### src/rtl/prefetch_master.sv
// Single-word instruction prefetcher with a Wishbone pipelined master port.
// Fetches one word at a time, presents it to the CPU and, on acceptance,
// streams on to the next sequential word. CPU redirects abort any bus
// cycle in flight by dropping cyc for one cycle before the new request.
module prefetch_master #(
  parameter int unsigned ADDRESS_WIDTH = 30
) (
  input  logic                     i_clk,
  input  logic                     i_reset_n,
  // CPU side
  input  logic                     i_new_pc,
  input  logic                     i_clear_cache,
  input  logic [ADDRESS_WIDTH+1:0] i_pc,
  input  logic                     i_ready,
  output logic                     o_valid,
  output logic [31:0]              o_insn,
  output logic [ADDRESS_WIDTH+1:0] o_pc,
  output logic                     o_illegal,
  // Wishbone pipelined master
  output logic                     o_wb_cyc,
  output logic                     o_wb_stb,
  output logic                     o_wb_we,
  output logic [ADDRESS_WIDTH-1:0] o_wb_addr,
  output logic [31:0]              o_wb_data,
  output logic [3:0]               o_wb_sel,
  input  logic                     i_wb_stall,
  input  logic                     i_wb_ack,
  input  logic                     i_wb_err,
  input  logic [31:0]              i_wb_data
);

  localparam int unsigned AW = ADDRESS_WIDTH;
  localparam int unsigned PW = ADDRESS_WIDTH + 2;

  typedef enum logic [2:0] {
    StIdle,
    StRestart,
    StReq,
    StWait,
    StHold,
    StFault
  } state_e;

  state_e          state_q;
  logic            cyc_q;
  logic            stb_q;
  logic            valid_q;
  logic            illegal_q;
  logic [PW-1:0]   pc_q;
  logic [31:0]     insn_q;

  // Next sequential word address; wraps modulo 2^AW.
  logic [AW-1:0]   pc_word_inc;

  // Word address of the following instruction.
  always_comb begin
    pc_word_inc = pc_q[PW-1:2] + AW'(1);
  end

  // Fetch sequencer. Clear has priority over a redirect, which has priority
  // over normal progress; all outputs are registered here.
  always_ff @(posedge i_clk or negedge i_reset_n) begin
    if (!i_reset_n) begin
      state_q   <= StIdle;
      cyc_q     <= 1'b0;
      stb_q     <= 1'b0;
      valid_q   <= 1'b0;
      illegal_q <= 1'b0;
      pc_q      <= '0;
      insn_q    <= '0;
    end else if (i_clear_cache) begin
      state_q   <= StIdle;
      cyc_q     <= 1'b0;
      stb_q     <= 1'b0;
      valid_q   <= 1'b0;
      illegal_q <= 1'b0;
    end else if (i_new_pc) begin
      pc_q      <= i_pc;
      valid_q   <= 1'b0;
      illegal_q <= 1'b0;
      if (cyc_q) begin
        // Abort the outstanding cycle; its response must not be taken.
        state_q <= StRestart;
        cyc_q   <= 1'b0;
        stb_q   <= 1'b0;
      end else begin
        state_q <= StReq;
        cyc_q   <= 1'b1;
        stb_q   <= 1'b1;
      end
    end else begin
      unique case (state_q)
        StIdle: begin
          cyc_q <= 1'b0;
          stb_q <= 1'b0;
        end
        StRestart: begin
          // Any ack/err seen here belongs to the aborted cycle.
          state_q <= StReq;
          cyc_q   <= 1'b1;
          stb_q   <= 1'b1;
        end
        StReq: begin
          if (!i_wb_stall) begin
            state_q <= StWait;
            stb_q   <= 1'b0;
          end
        end
        StWait: begin
          // Error wins over a simultaneous ack.
          if (i_wb_err) begin
            state_q   <= StFault;
            cyc_q     <= 1'b0;
            valid_q   <= 1'b1;
            illegal_q <= 1'b1;
          end else if (i_wb_ack) begin
            state_q <= StHold;
            cyc_q   <= 1'b0;
            valid_q <= 1'b1;
            insn_q  <= i_wb_data;
          end
        end
        StHold: begin
          if (i_ready) begin
            state_q <= StReq;
            pc_q    <= {pc_word_inc, 2'b00};
            valid_q <= 1'b0;
            cyc_q   <= 1'b1;
            stb_q   <= 1'b1;
          end
        end
        StFault: begin
          // Sticky until redirect, clear or reset.
          valid_q   <= 1'b1;
          illegal_q <= 1'b1;
        end
        default: begin
          state_q   <= StIdle;
          cyc_q     <= 1'b0;
          stb_q     <= 1'b0;
          valid_q   <= 1'b0;
          illegal_q <= 1'b0;
        end
      endcase
    end
  end

  assign o_valid   = valid_q;
  assign o_illegal = illegal_q;
  assign o_insn    = insn_q;
  assign o_pc      = pc_q;
  assign o_wb_cyc  = cyc_q;
  assign o_wb_stb  = stb_q;
  assign o_wb_addr = pc_q[PW-1:2];
  assign o_wb_we   = 1'b0;
  assign o_wb_data = 32'h0;
  assign o_wb_sel  = 4'hf;

endmodule
### config.mk
export PLATFORM = sky130hd
export DESIGN_NAME = prefetch_master
export DESIGN_NICKNAME = d
export VERILOG_FILES = /design/src/rtl/prefetch_master.sv
export SDC_FILE = /design/constraint.sdc
export NUM_CORES = 1
export LEC_CHECK = 0
export ABC_CLOCK_PERIOD_IN_PS = 3800
export BUFFER_PORTS_ARGS = -buffer_cell sky130_fd_sc_hd__buf_2
export CAP_MARGIN = 40
export CELL_PAD_IN_SITES_DETAIL_PLACEMENT = 1
export CELL_PAD_IN_SITES_GLOBAL_PLACEMENT = 1
export CORE_UTILIZATION = 37
export CTS_BUF_LIST = sky130_fd_sc_hd__clkbuf_4
export DETAILED_ROUTE_END_ITERATION = 16
export GPL_ROUTABILITY_DRIVEN = 0
export GPL_TIMING_DRIVEN = 0
export HOLD_SLACK_MARGIN = 0.08
export PLACE_DENSITY = 0.92
export SLEW_MARGIN = 15
export SYNTH_ARGS = -nofsm -noshare
export SYNTH_HDL_FRONTEND = slang
export SYNTH_SLANG_ARGS = --single-unit
### constraint.sdc
create_clock -name i_clk -period 3.8 [get_ports i_clk]
set_input_delay 0.38 -clock i_clk [delete_from_list [all_inputs] [get_ports i_clk]]
set_output_delay 0.38 -clock i_clk [all_outputs]
set_load 0.005 [all_outputs]
# After elaboration in Yosys (flattened, before gate mapping)
# Cells that the tools add are included.
[totals] ff_bits=71 input_bits=72 output_inout_bits=135 elab_cells=72
[op_classes] addsub=1 n_eq_ne=14 mux=32 bitwise=3 n_reduce_logical=15
[op_table] operator="2-to-1 mux 32 bit" n=3
[op_table] operator="adder 30 x 1 -> 30 bit (second input constant)" n=1
[op_table] operator="2-to-1 mux 3 bit" n=6
[op_table] operator="2-to-1 mux 1 bit" n=17
[op_table] operator="!= test 3 x 1 -> 1 bit (second input constant)" n=5
[op_table] operator="one-hot mux 3 bit (5 select lines)" n=1
[op_table] operator="!= test 4 bit (second input constant)" n=3
[op_table] operator="one-hot mux 1 bit (4 select lines)" n=3
[op_table] operator="AND reduction 3 bit" n=4
[op_table] operator="equality test 3 x 2 -> 1 bit (second input constant)" n=2
[op_table] operator="equality test 3 bit (second input constant)" n=2
[op_table] operator="OR reduction 2 bit" n=3
[op_table] operator="!= test 5 bit (second input constant)" n=1
[op_table] operator="AND reduction 5 bit" n=1
[op_table] operator="AND reduction 4 bit" n=1
[op_table] operator="nonzero test 2 bit" n=2
[op_table] operator="OR reduction 4 bit" n=1
[op_table] operator="equality test 3 x 1 -> 1 bit (second input constant)" n=1
[op_table] operator="logical NOT 3 bit" n=1
[op_table] operator="inverter 1 bit" n=3
[op_table] operator="one-hot mux 1 bit (3 select lines)" n=1
[op_table] operator="OR reduction 3 bit" n=1
[op_table] operator="2-to-1 mux 2 bit" n=1
[op_table] operator="AND reduction 2 bit" n=1

# Depth between registers and ports, before layout
# Gate-level depths: netlist of run 1.
[logic_depth] ltp_word=5 mapped_depth=8 ltp_nobuf=6

# Worst setup path after synthesis of run 1
# No wires, ideal clock.
[synth_timing] path_type="register to register" start="register pc_q[2], in the netlist o_pc[2]" end="register pc_q[20], in the netlist o_pc[20]" setup_ns=0.121 arrival_time_ns=1.712 t_required_ns=3.679 slack_ns=1.967 path_stages_with_launch=8 path_buffers=1 period_less_slack_ns=1.833 cell_sequence="dfrtp_1 -> ha_1 -> and4_1 -> buf_4 -> and4_1 -> and3_1 -> o21a_1 -> o22a_1"
[synth_via] elab_chain_len=4
[synth_lines] item="start, declared" line="49" source="logic [PW-1:0] pc_q;"
[synth_lines] item="start signal, assigned" line="78" source="pc_q <= i_pc;"
[synth_lines] item="start signal, assigned" line="126" source="pc_q <= {pc_word_inc, 2'b00};"
[synth_lines] item="adder 30 x 1 -> 30 bit" line="57" source="pc_word_inc = pc_q[PW-1:2] + AW'(1);"
[synth_lines] item="2-to-1 mux 32 bit" line="124" source="if (i_ready) begin"
[synth_lines] item="2-to-1 mux 32 bit" line="92" source="unique case (state_q)"
[synth_lines] item="2-to-1 mux 32 bit" line="77" source="end else if (i_new_pc) begin"
# No other way between the ends. The select of a mux whose other input is x is not followed.
# A chain may end at the register's enable or synchronous reset.

# Worst setup path after layout of run 1
[layout_timing] start="register pc_q[2], in the netlist o_pc[2]" end="register pc_q[28], in the netlist o_pc[28]"
# Same word-level chain as after synthesis.

==> summary.txt, run 1 <==
switching part of the total power: 33.7%
Period minus WS final: 2.08 ns
post-CTS sizing: 0
worst-path cell chain: ha_1, and4_1, buf_4, nand4_1, nor4_1, nand4_1, and3_1
DR pass1 iterations: 4
Post-Layout Cell Count: 805
post-route cell area: 5610 µm²
leakage power: 3.00 nW
later-pin clock latency in the skew report: 0.44 ns
Least-Margin Pin Slew: 0.678 ns
overall routing resource usage: 25.0%
clk buf depth: 2
setup bufs post-CTS: 0
Relative slew margins: 54.8%
Post-synth EDFFs: 0
top_reg_cell synth: dfrtp_1
Critical Path Start Type: flop
Crit path top cell by count: nand4_1
register area share after synthesis: 41.4%
area grow syn2layout: 30.9%
H-tree levels: 3
Crit path largest cell delay: 0.47 ns
Mapped Cells: 443
CP top delay family: simple AND/OR/NAND/NOR gates
required time worst endpoint: 4.13 ns
Die W: 110 µm
root buf cell: clkbuf_4
Psw: 0.688 mW
DR vias: 4255
Remaining Overflow, GRT: 0
Worst Hold Margin: 0.153 ns
ratio of cells with drive above 1 in the final layout: 47.3%
Comb pwr share: 28.1%
most frequent cells in the layout: buf_2 (182), buf_4 (72), dfrtp_1 (71), conb_1 (37), o21ai_0 (34)
Residual DRC: 0
CP max FO: 9
TritonCTS clock tree: built
Netlist cell types: 60
Nets: 732
Mapped Area: 4290 µm²
final hold vios: 0
WP data arrival: 2.41 ns
Synth Register Bits: 71
Pwr Total: 2.04 mW
Port Buffer Count: 168
die area: 12000 µm²
pin count of the biggest net entering global routing: 47
outcome: complete, no violations
average cell area after synthesis: 9.68 µm²
row cnt: 38
dpl ws: 1.68 ns
fmax: 481 MHz
Top-Level Pins: 207
Hold Crit Class: in -> reg
Final Util: 50.7%
Post-synth ARST share: 100%
initial antenna violation count: 1
vias in the first global route: 4341
Clk network pwr share: 24.9%
setup violators final: 0
Buf+Inv Stages, Crit Path: 1
WL/cell: 18.5 µm
first-pass GRT wire length: 22.5 mm
clk slew on worst S/H paths: 0.13 ns
PnR worst setup slack: 1.72 ns
Post-Place Cells: 787
PwrDens: 364 nW/µm²
placeable core area: 11100 µm²
Pins Over Slew Limit: 0
Clock Sinks: 71
setup TNS: 0 ns
commonest non-fill, non-tap cell in the layout: buf_2
internal power: 1.36 mW
unrepaired setup endpoints after global routing: no
Tcrit/Tclk final: 54.7%
part of the power in registers: 47.0%
MaxCap Viol Count: 0
Via density: 5.29
WS Path Type: reg -> reg
Worst Skew: 0.0192 ns
Synth warnings: 0
total CTS buffers: 9
Worst path slowest cell: dfrtp_1
Starting Density: 38.7%
Antenna Nets Post-Route: 0
initial DRC count: 212
HPWL after DPL: 11.1 mm
DRT Wirelength: 14.9 mm
CP Capture Type: flop
peak supply drop: 0.152 mV
die height: 110 µm
placed cell area: 5470 µm²
==> logic make-up (layout without fill, tap and decap cells) <==
logic type                 count (synthesis)  count (layout)  share of synthesized area, %
other                                      2              38                         0.175
adders and majority gates                  1               1                         0.292
and+or+nand+nor                          119             119                          15.9
muxes                                     35              35                          9.13
DFF                                       71              71                          41.4
xor gates and xnor gates                   1               1                         0.204
AOI/OAI and AO/OA                        113             113                          17.1
buffers and inverters                    101             287                          15.7
==> timing repair <==
item                                   CTS  global route
endpoints found under the hold margin   25             0
hold buffers                             1             0
setup endpoints to repair                0             0
==> path summary, 6_finish.rpt <==
check	depth (start not counted)	endpoint	slack, ns	startpoint
max	7	o_pc[28]$_DFFE_PN0P_	1.72	o_pc[2]$_DFFE_PN0P_
min	2	o_pc[0]$_DFFE_PN0P_	0.15	i_pc[0]
max reg2reg	7	o_pc[28]$_DFFE_PN0P_	1.72	o_pc[2]$_DFFE_PN0P_
min reg2reg	1	o_insn[7]$_DFFE_PN0P_	0.52	o_insn[7]$_DFFE_PN0P_
max in group asynchronous	3	o_pc[21]$_DFFE_PN0P_	2.80	i_reset_n
min in group asynchronous	2	o_insn[30]$_DFFE_PN0P_	0.40	i_reset_n
==> state kept, by name (all words and copies together), names as in the netlist <==
signal     cells
o_valid        1
o_insn        32
o_pc          32
o_wb_stb       1
state_q        3
o_wb_cyc       1
o_illegal      1
==> final cells by class <==
class,count,area (µm²)
plain buffers,95,651
clock buffers,10,75.1
fillers,1374,5460
clock inverters,6,61.3
diodes,1,2.50
repair buffers,170,881
multi-input cells,306,1970
inverters,6,22.5
well taps,140,175
flip-flops and latches,71,1780
==> power groups by stage <==
stage	Combinational (mW)	Sequential, mW	Clock, mW
after floorplan	0.307	0.951	0
after global placement	0.538	0.961	0
after detailed placement	0.569	0.972	0
after CTS	0.575	0.959	0.516
after global routing	0.631	0.977	0.546
final	0.575	0.960	0.509
==> layer usage <==
layer / up-vias / wire [µm] / global-route usage [%]
met3: 35 / 824 / 3.32
li1: 1944 / - / -
met4: 0 / 493 / 13.0
met1: 2098 / 5700 / 30.0
met5: - / 0 / 0
met2: 178 / 7850 / 43.4
==> synthesized netlist by cell type (all sizes together) (3+ instances only) <==
master / instances / area, µm²
a22oi: 3 / 22.5
and4: 6 / 52.6
a22o: 3 / 26.3
o21a: 3 / 22.5
o22ai: 6 / 37.5
nor4: 5 / 46.3
nand4: 12 / 105
nand3: 8 / 40.0
nor2b: 4 / 25.0
a32oi: 3 / 26.3
o21ai: 35 / 175
and3: 8 / 50.1
nor2: 23 / 86.3
a41o: 3 / 30.0
inv: 6 / 22.5
nand2: 25 / 93.8
a21oi: 30 / 150
nor4b: 3 / 26.3
nor3: 11 / 55.1
buf: 90 / 631
o22a: 3 / 26.3
clkbuf: 5 / 20.0
dfrtp: 71 / 1780
and2: 3 / 18.8
nand2b: 3 / 18.8
mux2: 33 / 372
No activity file was read; power rests on OpenSTA's default activity.
==> run 2, diff against run 1 <==
--- a/config.mk
+++ b/config.mk
@@ -5,18 +5,18 @@
 export SDC_FILE = /design/constraint.sdc
 export NUM_CORES = 1
 export LEC_CHECK = 0
-export ABC_CLOCK_PERIOD_IN_PS = 3800
+export ABC_CLOCK_PERIOD_IN_PS = 1900
 export BUFFER_PORTS_ARGS = -buffer_cell sky130_fd_sc_hd__buf_2
 export CAP_MARGIN = 40
 export CELL_PAD_IN_SITES_DETAIL_PLACEMENT = 1
 export CELL_PAD_IN_SITES_GLOBAL_PLACEMENT = 1
-export CORE_UTILIZATION = 37
+export CORE_UTILIZATION = 31
 export CTS_BUF_LIST = sky130_fd_sc_hd__clkbuf_4
 export DETAILED_ROUTE_END_ITERATION = 16
 export GPL_ROUTABILITY_DRIVEN = 0
 export GPL_TIMING_DRIVEN = 0
 export HOLD_SLACK_MARGIN = 0.08
-export PLACE_DENSITY = 0.92
+export PLACE_DENSITY = 0.83
 export SLEW_MARGIN = 15
 export SYNTH_ARGS = -nofsm -noshare
 export SYNTH_HDL_FRONTEND = slang
==> constraint.sdc (replaced) <==
create_clock -name i_clk -period 1.9 [get_ports i_clk]
set_input_delay 0.19 -clock i_clk [delete_from_list [all_inputs] [get_ports i_clk]]
set_output_delay 0.19 -clock i_clk [all_outputs]
set_load 0.005 [all_outputs]
==> run 2 against run 1 <==
Net effect:
- the flow now finishes with violations (negative setup slack)
- final area up 17%
- non-clock buffer count rose by 83
- first-iteration DRC count rose by 3.8%
- die area grew 19%
- sequential share of layout area is 4.4 points lower
- register-to-register slack worse by 1.7 ns
- routed wire length rose by 18%
- clock power up 120%
- largest cell class is now non-clock buffers
==> summary.txt, run 2 (synthesis gave the netlist of run 1 again) <==
unrepaired setup endpoints after global routing: yes
peak supply drop: 0.281 mV
final hold vios: 0
Die W: 120 µm
HPWL after DPL: 11.3 mm
Hold Crit Class: in -> reg
Remaining Overflow, GRT: 0
initial DRC count: 220
Hold Path Depth: 3
internal power: 2.99 mW
PwrDens: 678 nW/µm²
placeable core area: 13300 µm²
clk slew on worst S/H paths: 0.14 ns
vias in the first global route: 4866
WP data arrival: 2.22 ns
initial antenna violation count: 1
ratio of cells with drive above 1 in the final layout: 49.9%
Period minus WS final: 1.91 ns
overall routing resource usage: 24.0%
Comb pwr share: 31.2%
reg2reg start: o_pc[2]$_DFFE_PN0P_
dpl ws: -0.210 ns
DR vias: 4635
die area: 14300 µm²
part of the power in registers: 43.4%
Hold Path Sink: o_pc[19]$_DFFE_PN0P_
area grow syn2layout: 53.4%
die height: 120 µm
Clock Sinks: 71
Nets: 815
row cnt: 42
fmax: 524 MHz
setup TNS: -0.0122 ns
MaxCap Viol Count: 0
Antenna Nets Post-Route: 0
Pins Over Slew Limit: 0
Critical Path Start Type: flop
DR pass1 iterations: 4
root buf cell: clkbuf_4
Relative slew margins: 52.0%
Via density: 5.02
pin count of the biggest net entering global routing: 43
Top-Level Pins: 207
Tcrit/Tclk final: 100%
CP max FO: 6
WL/cell: 19.0 µm
later-pin clock latency in the skew report: 0.44 ns
Starting Density: 32.1%
setup violators final: 2
first-pass GRT wire length: 26.3 mm
Psw: 1.47 mW
Port Buffer Count: 168
TritonCTS clock tree: built
Clk network pwr share: 25.4%
switching part of the total power: 33.0%
r2r setup slk: -0.009 ns
WS Path Type: reg -> reg
worst r2r path cells: 7
PnR worst setup slack: -0.00876 ns
H-tree levels: 3
most frequent cells in the layout: buf_2 (177), buf_4 (100), dlygate4sd3_1 (58), dfrtp_1 (56), conb_1 (37)
failing checks: negative setup slack
Residual DRC: 0
total of fill cells in the finished design: 1608
clk buf depth: 2
DRT Wirelength: 17.6 mm
commonest non-fill, non-tap cell in the layout: buf_2
Least-Margin Pin Slew: 0.720 ns
Worst R2R End: o_pc[27]$_DFFE_PN0P_
hold path start: i_pc[19]
leakage power: 3.39 nW
CP Capture Type: flop
outcome: finished with violations
required time worst endpoint: 2.21 ns
Worst Skew: 0.0208 ns
total CTS buffers: 9
-- run 2: power groups by stage --
stage,clock (mW),sequential (mW),combinational (mW)
after global placement,0,1.92,1.09
after detailed placement,0,1.94,1.14
final,1.13,1.94,1.39
after CTS,1.13,1.92,1.28
after global routing,1.20,1.97,1.50
after floorplan,0,1.90,0.614
-- run 2: timing repair --
item                                    in CTS  in global routing
buffers inserted                             7                 20
endpoints found under the setup margin      16                 50
hold buffers                                58                  0
pin swaps                                    1                 15
hold endpoints to repair                   115                  0
resized for setup                           15                 38
-- run 2: cell type report --
class                      instances  area, µm²  share of cell area (%)
buffer                            94        668                    10.2
antenna                            2       5.00                  0.0761
inverter                           6       22.5                   0.342
clock buffer                       9       67.6                    1.03
sequential                        71       1800                    27.3
tap                              176        220                    3.35
clock inverter                     6       86.3                    1.31
multi-input combinational        306       2070                    31.4
timing repair buffer             254       1650                    25.0
-- run 2: worst max-delay path by stage --
stage / from / endpoint / slack, ns / depth (start not counted)
final: o_pc[2]$_DFFE_PN0P_ / o_pc[27]$_DFFE_PN0P_ / -0.009 / 7
after global routing: o_pc[3]$_DFFE_PN0P_ / o_pc[27]$_DFFE_PN0P_ / -0.1 / 7
after CTS: o_pc[3]$_DFFE_PN0P_ / o_pc[26]$_DFFE_PN0P_ / 0.005 / 7
after detailed placement: state_q[0]$_DFFE_PN0P_ / o_pc[10]$_DFFE_PN0P_ / -0.21 / 5
after global placement: state_q[2]$_DFFE_PN0P_ / o_pc[10]$_DFFE_PN0P_ / -0.10 / 5
after floorplan: o_pc[2]$_DFFE_PN0P_ / o_pc[20]$_DFFE_PN0P_ / 0.07 / 7
-- run 2: worst max-delay path, cell delays in order (launching register included) --
cell	delay, ns
dfrtp_2	0.43
buf_4	0.13
and4_4	0.29
nand4_4	0.18
nor4_4	0.37
buf_4	0.18
a41o_1	0.17
a31oi_1	0.04
-- run 2: per-stage QoR --
| stage | cells | instance area, µm² | power, mW | hold slack [ns] | utilization [%] |
|---|---|---|---|---|---|
| after detailed placement | 823 | 5500 | 3.09 | 0.168 | 41.2 |
| after global placement | 822 | 5480 | 3.01 | 0.414 | 41.1 |
| after CTS | 903 | 6320 | 4.33 | 0.0872 | 47.4 |
| final | 924 | 6580 | 4.46 | 0.0997 | 49.3 |
| after floorplan | 478 | 4420 | 2.52 | -0.106 | - |
| after global routing | 923 | 6580 | 4.67 | 0.122 | 49.3 |
-- run 2: per-layer routing --
layer | routed length, µm | vias up | GRT usage, %
met3 | 915 | 48 | 3.75
li1 | - | 2107 | -
met2 | 9270 | 200 | 42.4
met4 | 708 | 0 | 13.0
met1 | 6690 | 2280 | 27.6
met5 | 0 | - | 0
==> run 3, diff against run 2 <==
--- a/config.mk
+++ b/config.mk
@@ -16,6 +16,7 @@
 export GPL_ROUTABILITY_DRIVEN = 0
 export GPL_TIMING_DRIVEN = 0
 export HOLD_SLACK_MARGIN = 0.08
+export MAX_ROUTING_LAYER = met4
 export PLACE_DENSITY = 0.83
 export SLEW_MARGIN = 15
 export SYNTH_ARGS = -nofsm -noshare
==> run 3 against run 2 <==
Net effect:
- the run now ends clean
- clock skew is 0.0020 ns lower
- die area unchanged
- worst hold slack better by 0.0029 ns
==> summary.txt, run 3 (synthesis gave the netlist of run 1 again) <==
outcome: complete, no violations
Least-Margin Pin Slew: 0.746 ns
most frequent cells in the layout: buf_2 (177), buf_4 (100), dlygate4sd3_1 (58), dfrtp_1 (56), conb_1 (37)
initial antenna violation count: 1
Critical Path Start Type: flop
PnR worst setup slack: 0.0149 ns
unrepaired setup endpoints after global routing: yes
die height: 120 µm
Relative slew margins: 50.2%
total of fill cells in the finished design: 1611
Worst R2R End: o_pc[30]$_DFFE_PN0P_
dpl ws: -0.210 ns
Nets: 815
MaxCap Viol Count: 0
Worst path slowest cell: dfrtp_1
Residual DRC: 0
WS Path Type: reg -> reg
hold path start: i_pc[19]
later-pin clock latency in the skew report: 0.44 ns
Die W: 120 µm
Hold Path Sink: o_pc[19]$_DFFE_PN0P_
vias in the first global route: 4856
Hold Crit Class: in -> reg
setup TNS: 0 ns
overall routing resource usage: 24.7%
Top-Level Pins: 207
Storage cell area: 1800 µm²
row cnt: 42
CP max FO: 10
CP Capture Type: flop
TritonCTS clock tree: built
Period minus WS final: 1.89 ns
setup violators final: 0
area of the multi-input gates: 2040 µm²
commonest non-fill, non-tap cell in the layout: buf_2
Hold Path Depth: 3
clk slew on worst S/H paths: 0.13 ns
r2r setup slk: 0.01 ns
root buf cell: clkbuf_4
Port Buffer Count: 168
die area: 14300 µm²
initial DRC count: 222
reg2reg start: state_q[0]$_DFFE_PN0P_
Antenna Nets Post-Route: 0
first-pass GRT wire length: 26.3 mm
DRT Wirelength: 17.5 mm
area grow syn2layout: 52.7%
fmax: 530 MHz
placeable core area: 13300 µm²
HPWL after DPL: 11.3 mm
DR vias: 4628
DR pass1 iterations: 4
worst r2r path cells: 6
clk buf depth: 2
Remaining Overflow, GRT: 0
ratio of cells with drive above 1 in the final layout: 49.2%
H-tree levels: 3
Via density: 5.01
Starting Density: 32.1%
WL/cell: 19.0 µm
total CTS buffers: 9
required time worst endpoint: 2.27 ns
Tcrit/Tclk final: 99.2%
worst-path cell chain: and4bb_4, o21a_1, buf_2, buf_4, o21ai_0, a211oi_2
pin count of the biggest net entering global routing: 43
Worst Skew: 0.0188 ns
peak supply drop: 0.278 mV
PwrDens: 681 nW/µm²
Pins Over Slew Limit: 0
Clock Sinks: 71
Crit path largest cell delay: 0.44 ns
leakage power: 3.38 nW
WP data arrival: 2.25 ns
final hold vios: 0
[run 3: what timing repair did]
item / 4_1_cts / 5_1_grt
hold endpoints to repair: 115 / 0
pin swaps: 1 / 15
hold buffers: 58 / 0
cloned: 0 / 0
resized for setup: 15 / 32
setup endpoints to repair: 16 / 51
setup buffers: 7 / 20
[run 3: per-stage QoR]
stage	util (%)	hold WS (ns)	cell area (µm²)	std cells	power [mW]
detailed placement	41.2	0.168	5500	823	3.09
CTS	47.4	0.0872	6320	903	4.33
finish	49.0	0.103	6550	923	4.46
global placement	41.1	0.414	5480	822	3.01
floorplan	-	-0.106	4420	478	2.52
global route	49.0	0.124	6550	923	4.67
[run 3: worst max-delay path by stage]
stage,from,cells after the start,slack (ns),end
after floorplan,o_pc[2]$_DFFE_PN0P_,7,0.07,o_pc[20]$_DFFE_PN0P_
after global placement,state_q[2]$_DFFE_PN0P_,5,-0.10,o_pc[10]$_DFFE_PN0P_
after detailed placement,state_q[0]$_DFFE_PN0P_,5,-0.21,o_pc[10]$_DFFE_PN0P_
after CTS,o_pc[3]$_DFFE_PN0P_,7,0.005,o_pc[26]$_DFFE_PN0P_
after global routing,o_pc[3]$_DFFE_PN0P_,7,-0.07,o_pc[28]$_DFFE_PN0P_
final,state_q[0]$_DFFE_PN0P_,6,0.01,o_pc[30]$_DFFE_PN0P_
[run 3: final cells by class]
class / instances / area share [%]
antenna: 1 / 0.0382
buffer: 94 / 10.2
clock buffer: 9 / 1.03
clock inverter: 6 / 1.32
inverter: 6 / 0.344
multi-input combinational: 306 / 31.1
sequential: 71 / 27.4
tap: 176 / 3.36
timing repair buffer: 254 / 25.2
[run 3: critical path, delay by kind of cell (launching register included)]
family	cells	cell delay, ns
buf+inv	2	0.46
simple gates	1	0.41
compound gates	3	0.48
flops	1	0.44
[run 3: power breakdown]
group          leakage, nW  internal, mW  switching, mW  total [mW]
clock               0.0818         0.524          0.607        1.13
sequential           0.904          1.70          0.237        1.94
combinational         2.39         0.770          0.624        1.39
total                 3.38          2.99           1.47        4.46
[run 3: per-layer routing]
metal,part of all wire [%],vias to the layer above,wire [µm],GRT usage [%]
met2,52,196,9180,42.3
met4,4.0,0,691,13.1
li1,-,2106,-,-
met3,5.3,51,930,3.47
met1,38,2275,6690,27.9
met5,0,-,0,-
